<file path="src/rtl/mgmt_gpio_pulse_monitor_if.sv">
// Control and status bundle between the pulse monitor and its controller/observer.
interface mgmt_gpio_pulse_monitor_if #(
    parameter int unsigned CNT_W = 24
);
    logic             enable;
    logic             clear;
    logic             gpio_in;
    logic             busy;
    logic             pass;
    logic             fail;
    logic [1:0]       fail_code;
    logic [7:0]       pulse_count;
    logic [CNT_W-1:0] last_high_width;
    logic [CNT_W-1:0] last_low_width;

    modport master (
        output enable,
        output clear,
        output gpio_in,
        input  busy,
        input  pass,
        input  fail,
        input  fail_code,
        input  pulse_count,
        input  last_high_width,
        input  last_low_width
    );

    modport slave (
        input  enable,
        input  clear,
        input  gpio_in,
        output busy,
        output pass,
        output fail,
        output fail_code,
        output pulse_count,
        output last_high_width,
        output last_low_width
    );
endinterface

</file>
<file path="src/rtl/mgmt_gpio_pulse_monitor.sv">
// Blink-count monitor for the management GPIO pad: synchronizes the pad,
// qualifies pulse widths, counts complete pulses and flags pass/glitch/timeout.
module mgmt_gpio_pulse_monitor #(
    parameter int unsigned SYNC_STAGES = 2,
    parameter int unsigned NUM_PULSES  = 10,
    parameter int unsigned MIN_WIDTH   = 4,
    parameter int unsigned TIMEOUT     = 100000,
    parameter int unsigned CNT_W       = 24
) (
    input  logic                    core_clk,
    input  logic                    core_rst,
    mgmt_gpio_pulse_monitor_if.slave mon
);
    localparam logic [7:0]       PULSE_TARGET = 8'(NUM_PULSES);
    localparam logic [CNT_W-1:0] WIDTH_MIN    = CNT_W'(MIN_WIDTH);
    localparam logic [CNT_W-1:0] TIMEOUT_LIM  = CNT_W'(TIMEOUT);
    localparam logic [CNT_W-1:0] CNT_ONE      = CNT_W'(1);
    localparam logic [1:0]       CODE_NONE    = 2'b00;
    localparam logic [1:0]       CODE_GLITCH  = 2'b01;
    localparam logic [1:0]       CODE_TIMEOUT = 2'b10;

    typedef enum logic [2:0] {
        S_IDLE  = 3'd0,
        S_ARMED = 3'd1,
        S_HIGH  = 3'd2,
        S_LOW   = 3'd3,
        S_DONE  = 3'd4
    } state_t;

    logic [SYNC_STAGES-1:0] sync_q;
    logic [SYNC_STAGES:0]   prime_q;
    logic                   gpio_s;
    logic                   gpio_d;
    logic                   primed;
    logic                   rise;
    logic                   fall;
    logic                   edge_seen;

    state_t                 state;
    logic [CNT_W-1:0]       width_q;
    logic [CNT_W-1:0]       tmo_q;
    logic [CNT_W-1:0]       width_inc;
    logic [CNT_W-1:0]       tmo_inc;
    logic                   tmo_hit;
    logic                   running;

    logic                   pass_q;
    logic                   fail_q;
    logic                   verdict;
    logic [1:0]             code_q;
    logic [7:0]             count_q;
    logic [7:0]             count_inc;
    logic [CNT_W-1:0]       high_q;
    logic [CNT_W-1:0]       low_q;

    // Pad synchronizer plus edge-detect flop; prime_q masks edges until the
    // chain holds real pad samples, so a pad high out of reset is not a rise.
    always_ff @(posedge core_clk or posedge core_rst) begin
        if (core_rst) begin
            sync_q  <= '0;
            gpio_d  <= 1'b0;
            prime_q <= '0;
        end else begin
            sync_q  <= {sync_q[SYNC_STAGES-2:0], mon.gpio_in};
            gpio_d  <= gpio_s;
            prime_q <= {prime_q[SYNC_STAGES-1:0], 1'b1};
        end
    end

    assign gpio_s    = sync_q[SYNC_STAGES-1];
    assign primed    = prime_q[SYNC_STAGES];
    assign rise      = primed & gpio_s & ~gpio_d;
    assign fall      = primed & ~gpio_s & gpio_d;
    assign edge_seen = rise | fall;

    assign width_inc = (&width_q) ? width_q : width_q + CNT_ONE;
    assign tmo_inc   = tmo_q + CNT_ONE;
    assign tmo_hit   = !edge_seen && (tmo_inc >= TIMEOUT_LIM);
    assign count_inc = count_q + 8'd1;
    assign running   = (state == S_ARMED) || (state == S_HIGH) || (state == S_LOW);
    assign verdict   = pass_q | fail_q;

    // Monitor FSM; a verdict, once recorded, is kept until clear or reset.
    always_ff @(posedge core_clk or posedge core_rst) begin
        if (core_rst) begin
            state   <= S_IDLE;
            width_q <= '0;
            tmo_q   <= '0;
            pass_q  <= 1'b0;
            fail_q  <= 1'b0;
            code_q  <= CODE_NONE;
            count_q <= '0;
            high_q  <= '0;
            low_q   <= '0;
        end else if (mon.clear) begin
            state   <= S_IDLE;
            width_q <= '0;
            tmo_q   <= '0;
            pass_q  <= 1'b0;
            fail_q  <= 1'b0;
            code_q  <= CODE_NONE;
            count_q <= '0;
            high_q  <= '0;
            low_q   <= '0;
        end else if (!mon.enable) begin
            state   <= S_IDLE;
            width_q <= '0;
            tmo_q   <= '0;
        end else begin
            unique case (state)
                S_IDLE: begin
                    state   <= S_ARMED;
                    width_q <= '0;
                    tmo_q   <= '0;
                end
                S_ARMED: begin
                    if (rise) begin
                        state   <= S_HIGH;
                        width_q <= CNT_ONE;
                    end
                end
                S_HIGH: begin
                    if (fall) begin
                        if (width_q < WIDTH_MIN) begin
                            state <= S_DONE;
                            if (!verdict) begin
                                fail_q <= 1'b1;
                                code_q <= CODE_GLITCH;
                            end
                        end else begin
                            high_q  <= width_q;
                            count_q <= count_inc;
                            if (count_inc == PULSE_TARGET) begin
                                state <= S_DONE;
                                if (!verdict) begin
                                    pass_q <= 1'b1;
                                end
                            end else begin
                                state   <= S_LOW;
                                width_q <= CNT_ONE;
                            end
                        end
                    end else begin
                        width_q <= width_inc;
                    end
                end
                S_LOW: begin
                    if (rise) begin
                        low_q   <= width_q;
                        state   <= S_HIGH;
                        width_q <= CNT_ONE;
                    end else begin
                        width_q <= width_inc;
                    end
                end
                S_DONE: begin
                    state <= S_DONE;
                end
                default: begin
                    state <= S_IDLE;
                end
            endcase

            // Any edge restarts the inactivity window, even on the limit cycle.
            if (running) begin
                if (edge_seen) begin
                    tmo_q <= '0;
                end else if (tmo_hit) begin
                    state <= S_DONE;
                    tmo_q <= '0;
                    if (!verdict) begin
                        fail_q <= 1'b1;
                        code_q <= CODE_TIMEOUT;
                    end
                end else begin
                    tmo_q <= tmo_inc;
                end
            end
        end
    end

    assign mon.busy            = running;
    assign mon.pass            = pass_q;
    assign mon.fail            = fail_q;
    assign mon.fail_code       = code_q;
    assign mon.pulse_count     = count_q;
    assign mon.last_high_width = high_q;
    assign mon.last_low_width  = low_q;
endmodule

</file>
<file path="src/flat_wrapper.sv">
// flat-port wrapper written by rule: the top's interface ports become plain ports
module mgmt_gpio_pulse_monitor_flat 
#(
    parameter int unsigned SYNC_STAGES = 2,
    parameter int unsigned NUM_PULSES  = 10,
    parameter int unsigned MIN_WIDTH   = 4,
    parameter int unsigned TIMEOUT     = 100000,
    parameter int unsigned CNT_W       = 24
)
  (core_clk, core_rst, mon_enable, mon_clear, mon_gpio_in, mon_busy, mon_pass, mon_fail, mon_fail_code, mon_pulse_count, mon_last_high_width, mon_last_low_width);
  mgmt_gpio_pulse_monitor_if #(.CNT_W(CNT_W)) mon_i ();
  input  logic core_clk;
  input  logic core_rst;
  input wire logic [$bits(mon_i.enable)-1:0] mon_enable;
  input wire logic [$bits(mon_i.clear)-1:0] mon_clear;
  input wire logic [$bits(mon_i.gpio_in)-1:0] mon_gpio_in;
  output wire logic [$bits(mon_i.busy)-1:0] mon_busy;
  output wire logic [$bits(mon_i.pass)-1:0] mon_pass;
  output wire logic [$bits(mon_i.fail)-1:0] mon_fail;
  output wire logic [$bits(mon_i.fail_code)-1:0] mon_fail_code;
  output wire logic [$bits(mon_i.pulse_count)-1:0] mon_pulse_count;
  output wire logic [$bits(mon_i.last_high_width)-1:0] mon_last_high_width;
  output wire logic [$bits(mon_i.last_low_width)-1:0] mon_last_low_width;
  assign mon_i.enable = mon_enable;
  assign mon_i.clear = mon_clear;
  assign mon_i.gpio_in = mon_gpio_in;
  assign mon_busy = mon_i.busy;
  assign mon_pass = mon_i.pass;
  assign mon_fail = mon_i.fail;
  assign mon_fail_code = mon_i.fail_code;
  assign mon_pulse_count = mon_i.pulse_count;
  assign mon_last_high_width = mon_i.last_high_width;
  assign mon_last_low_width = mon_i.last_low_width;
  mgmt_gpio_pulse_monitor #(.SYNC_STAGES(SYNC_STAGES), .NUM_PULSES(NUM_PULSES), .MIN_WIDTH(MIN_WIDTH), .TIMEOUT(TIMEOUT), .CNT_W(CNT_W)) u_core (.core_clk(core_clk), .core_rst(core_rst), .mon(mon_i));
endmodule
</file>
<file path="config.mk">
export PLATFORM = sky130hd
export DESIGN_NAME = mgmt_gpio_pulse_monitor_flat
export DESIGN_NICKNAME = d
export VERILOG_FILES = /design/src/rtl/mgmt_gpio_pulse_monitor_if.sv /design/src/rtl/mgmt_gpio_pulse_monitor.sv /design/src/flat_wrapper.sv
export SDC_FILE = /design/constraint.sdc
export NUM_CORES = 1
export LEC_CHECK = 0
export CAP_MARGIN = 25
export CORE_UTILIZATION = 61
export CTS_CLUSTER_SIZE = 12
export DETAILED_ROUTE_END_ITERATION = 16
export PLACE_DENSITY = 0.86
export SLEW_MARGIN = 10
export SYNTH_ARGS = -nofsm -noshare
export SYNTH_HDL_FRONTEND = slang
export SYNTH_SLANG_ARGS = --single-unit
</file>
<file path="constraint.sdc">
create_clock -name core_clk -period 5.6 [get_ports core_clk]
set_input_delay 0.56 -clock core_clk [delete_from_list [all_inputs] [get_ports core_clk]]
set_output_delay 0.56 -clock core_clk [all_outputs]
set_load 0.01 [all_outputs]
</file>
==> flow_metrics.py <==
metrics = {
    "die": {
        "placementRows": 36,
        "core-area_mm2": 0.00977,
        "floorplan.die_area_mm2": 0.0105,
        "die_w_um": 102,
        "io_pins": 66,
        "fp.dieH_um": 102,
        "start_util_pct": 62.7,
    },
    "clock_network": {
        "cts_root_buf": "clkbuf_8",
        "htree_levels": 4,
        "cts_buffer_depth": 2,
        "cts_tree": "built",
        "clkLatencyLatePin_ns": 0.52,
        "postCtsHoldBufs": 0,
        "cts_sinks": 117,
        "post_cts_resized": 0,
        "cts-buffers-inserted": 17,
        "cts.reportedPaths.clkPinSlew_ns": 0.05,
        "cts_setup_buffers": 0,
    },
    "layout": {
        "drive_gt1_share_pct": 7.46,
        "synthToLayoutAreaGrowth_pct": 20.3,
        "fin_area_mm2": 0.00737,
        "nNetsFinal": 748,
        "antenna_cells": 0,
    },
    "synthesis": {
        "synth_seq_area_share_pct": 47.8,
        "synth.largest_area_cell": "dfrtp_1",
        "synth.top_cell.area_share_pct": 47.8,
        "async_flop_share_pct": 100,
        "synth_fa_ha_area_share_pct": 0.817,
        "synth_nets": 703,
        "synth_xor_area_share_pct": 4.57,
        "synth_compound_area_share_pct": 12.8,
        "synth_top_family_by_area": "simple AND/OR/NAND/NOR gates",
        "synth-simple-area-share_pct": 27.6,
        "netlist_area_mm2": 0.00613,
        "synth_edf_count": 0,
        "synthMuxAreaShare_pct": 2.12,
        "yosys_warnings": 0,
        "yosysMostFrequentCell": "nand2_1",
        "avgSynthCellArea_um2": 8.83,
        "synth_cell_types": 67,
        "dominantRegCellSynth": "dfrtp_1",
        "netlist_instances": 694,
        "yosys-top-cells-count": "nand2_1, dfrtp_1, a21oi_1, nor2_1, nand3_1",
        "ys_top_cells_by_area": "dfrtp_1, nand2_1, a21oi_1, nor2_1, nand3_1",
        "ys_seq_elements": 117,
    },
    "status": {
        "outcome": "complete, no violations",
    },
    "critical_path": {
        "r2r-end": "u_core.mon.pulse_count[7]",
        "slowest_delay_ns": 0.46,
        "crit_path_end_kind": "flip-flop",
        "cpMostUsedCell": "nor2_1",
        "cp_cell_sequence": "nor4_1 -> nand4_1 -> or2_2 -> nand3_1 -> buf_4 -> nor2_1 -> and3_1 -> xnor2_1 -> nor2_1",
        "rrSetupSlack_ns": 2.70,
        "crit_type": "reg2reg",
        "reg2regPathDepth": 9,
        "cpMaxStageDelayCell": "dfrtp_1",
        "cp.depth": 9,
        "cp.arrival_ns": 3.27,
        "critPathBufInv": 1,
        "startpoint": "u_core.width_q[20]",
        "cpLargestDelayFamily": "simple AND/OR/NAND/NOR gates",
        "path_max_fanout": 19,
        "r2r_start": "u_core.width_q[20]",
        "crit_required_ns": 5.97,
        "critPathLaunchType": "flip-flop",
        "crit_end": "u_core.mon.pulse_count[7]",
    },
    "global_route": {
        "first_global_vias": 5105,
        "grt_first_pass_wirelength_um": 25000,
        "gr-usage-all-layers_pct": 31.3,
        "antenna_found_initial": 0,
        "grt_overflow": 0,
        "grt_max_degree": 68,
    },
    "timing": {
        "max_freq_mhz": 345,
        "fin_crit_ns": 2.90,
        "hold_viol": 0,
        "finalCritPeriodShare_pct": 51.8,
        "setup_tns_ns": 0,
        "relSlewSlack_pct": 39.1,
        "fin_skew_ns": 0.0103,
        "finalMaxSlewViolations": 0,
        "setup-violations-final": 0,
        "rsz0062_at_grt": "false",
        "tightestPinTransition_ns": 0.914,
    },
    "placement": {
        "portBuffers": 65,
        "globalplace.congestion": 1.01,
        "hpwl_um": 9740,
        "placed_area_mm2": 0.00678,
    },
    "route": {
        "vias": 5534,
        "wl_per_cell_um": 17.3,
        "routed_wirelength_um": 15300,
        "met2_length_um": 7590,
        "wl_met3_um": 1150,
        "route.detailed.drc": 0,
        "via_per_inst": 6.26,
        "highest_layer": "met4",
        "ant_nets": 0,
        "first_iter_violations": 490,
        "wl_met1_um": 6310,
        "drt_pass1_iterations": 7,
    },
    "pwr": {
        "ir_drop_uv": 276,
        "p_leak_nw": 2.96,
        "power_mw": 1.91,
        "power.density_mw_per_mm2": 260,
    },
    "worst_hold_path": {
        "hold_class": "reg2reg",
    },
    "run": {
        "drv_cap": 0,
    },
}
flip-flops by register name (all words and copies together) (netlist names):
signal	count
u_core.prime_q	3
u_core.width_q	24
u_core.mon.last_low_width	24
u_core.tmo_q	24
u_core.mon.last_high_width	24
u_core.gpio_d	1
u_core.state	3
u_core.mon.pass	1
u_core.mon.fail_code	2
u_core.mon.pulse_count	8
u_core.mon.fail	1
u_core.sync_q	2
logic make-up after synthesis:
group           Yosys count
simple gates            343
compound gates          126
buf+inv                  58
xor+xnor                 32
fa+ha+maj                 4
mux                      13
flops                   117
other cells               1
routing by layer:
layer | global-route usage (%) | vias to the layer above
li1 | - | 2518
met1 | 42.2 | 2700
met2 | 50.5 | 270
met3 | 8.14 | 46
met4 | 8.02 | 0
met5 | 0 | -
layout make-up:
cell class	count	area (um2)
clock buffer	22	443
clock inverter	9	105
fill	691	2400
inverter	11	43.8
multi-input combinational	519	2950
sequential	117	2930
tap	133	166
timing repair buffer	73	733
power by group:
| group | switching, mW | internal, mW |
|---|---|---|
| Combinational | 0.0375 | 0.0104 |
| Sequential | 0.00394 | 0.849 |
| Clock | 0.375 | 0.639 |
how the worst min path moves through the flow:
stage / from / to / slack [ns] / depth (start not counted)
finish: u_core.prime_q[1] / u_core.prime_q[2] / 0.35 / 0
global route: u_core.sync_q[0] / u_core.sync_q[1] / 0.36 / 0
CTS: u_core.prime_q[1] / u_core.prime_q[2] / 0.35 / 0
detailed placement: u_core.prime_q[1] / u_core.prime_q[2] / 0.34 / 0
global placement: u_core.prime_q[0] / u_core.prime_q[1] / 0.33 / 0
floorplan: u_core.prime_q[0] / u_core.prime_q[1] / 0.33 / 0
layout by cell type, fill, tap and decap left out, drive strengths merged, types with 4 or more instances in the layout:
cell type and instances:
ha 4, o22ai 6, and2 4, nand2 138, nand4 12, nor2 58, nand3b 5, xor2 19
inv 11, clkinvlp 4, a21oi 63, o21ai 11, buf 9, nor4 15, or3 8, and3 24
nor2b 6, nand3 42, clkdlybuf4s50 64, and4 5, a31oi 12, mux2i 13, xnor2 13, nor3 12
clkbuf 22, dfrtp 117
through the flow:
step	hold slack [ns]	setup slack, ns	cells	utilization [%]
2_1_floorplan	0.331	1.94	694	-
3_3_place_gp	0.334	2.43	851	69.4
3_5_place_dp	0.343	2.27	851	69.4
4_1_cts	0.350	2.26	882	75.0
5_1_grt	0.363	2.52	884	75.4
6_report	0.347	2.70	884	75.4
(Power assumes the default switching activity.)
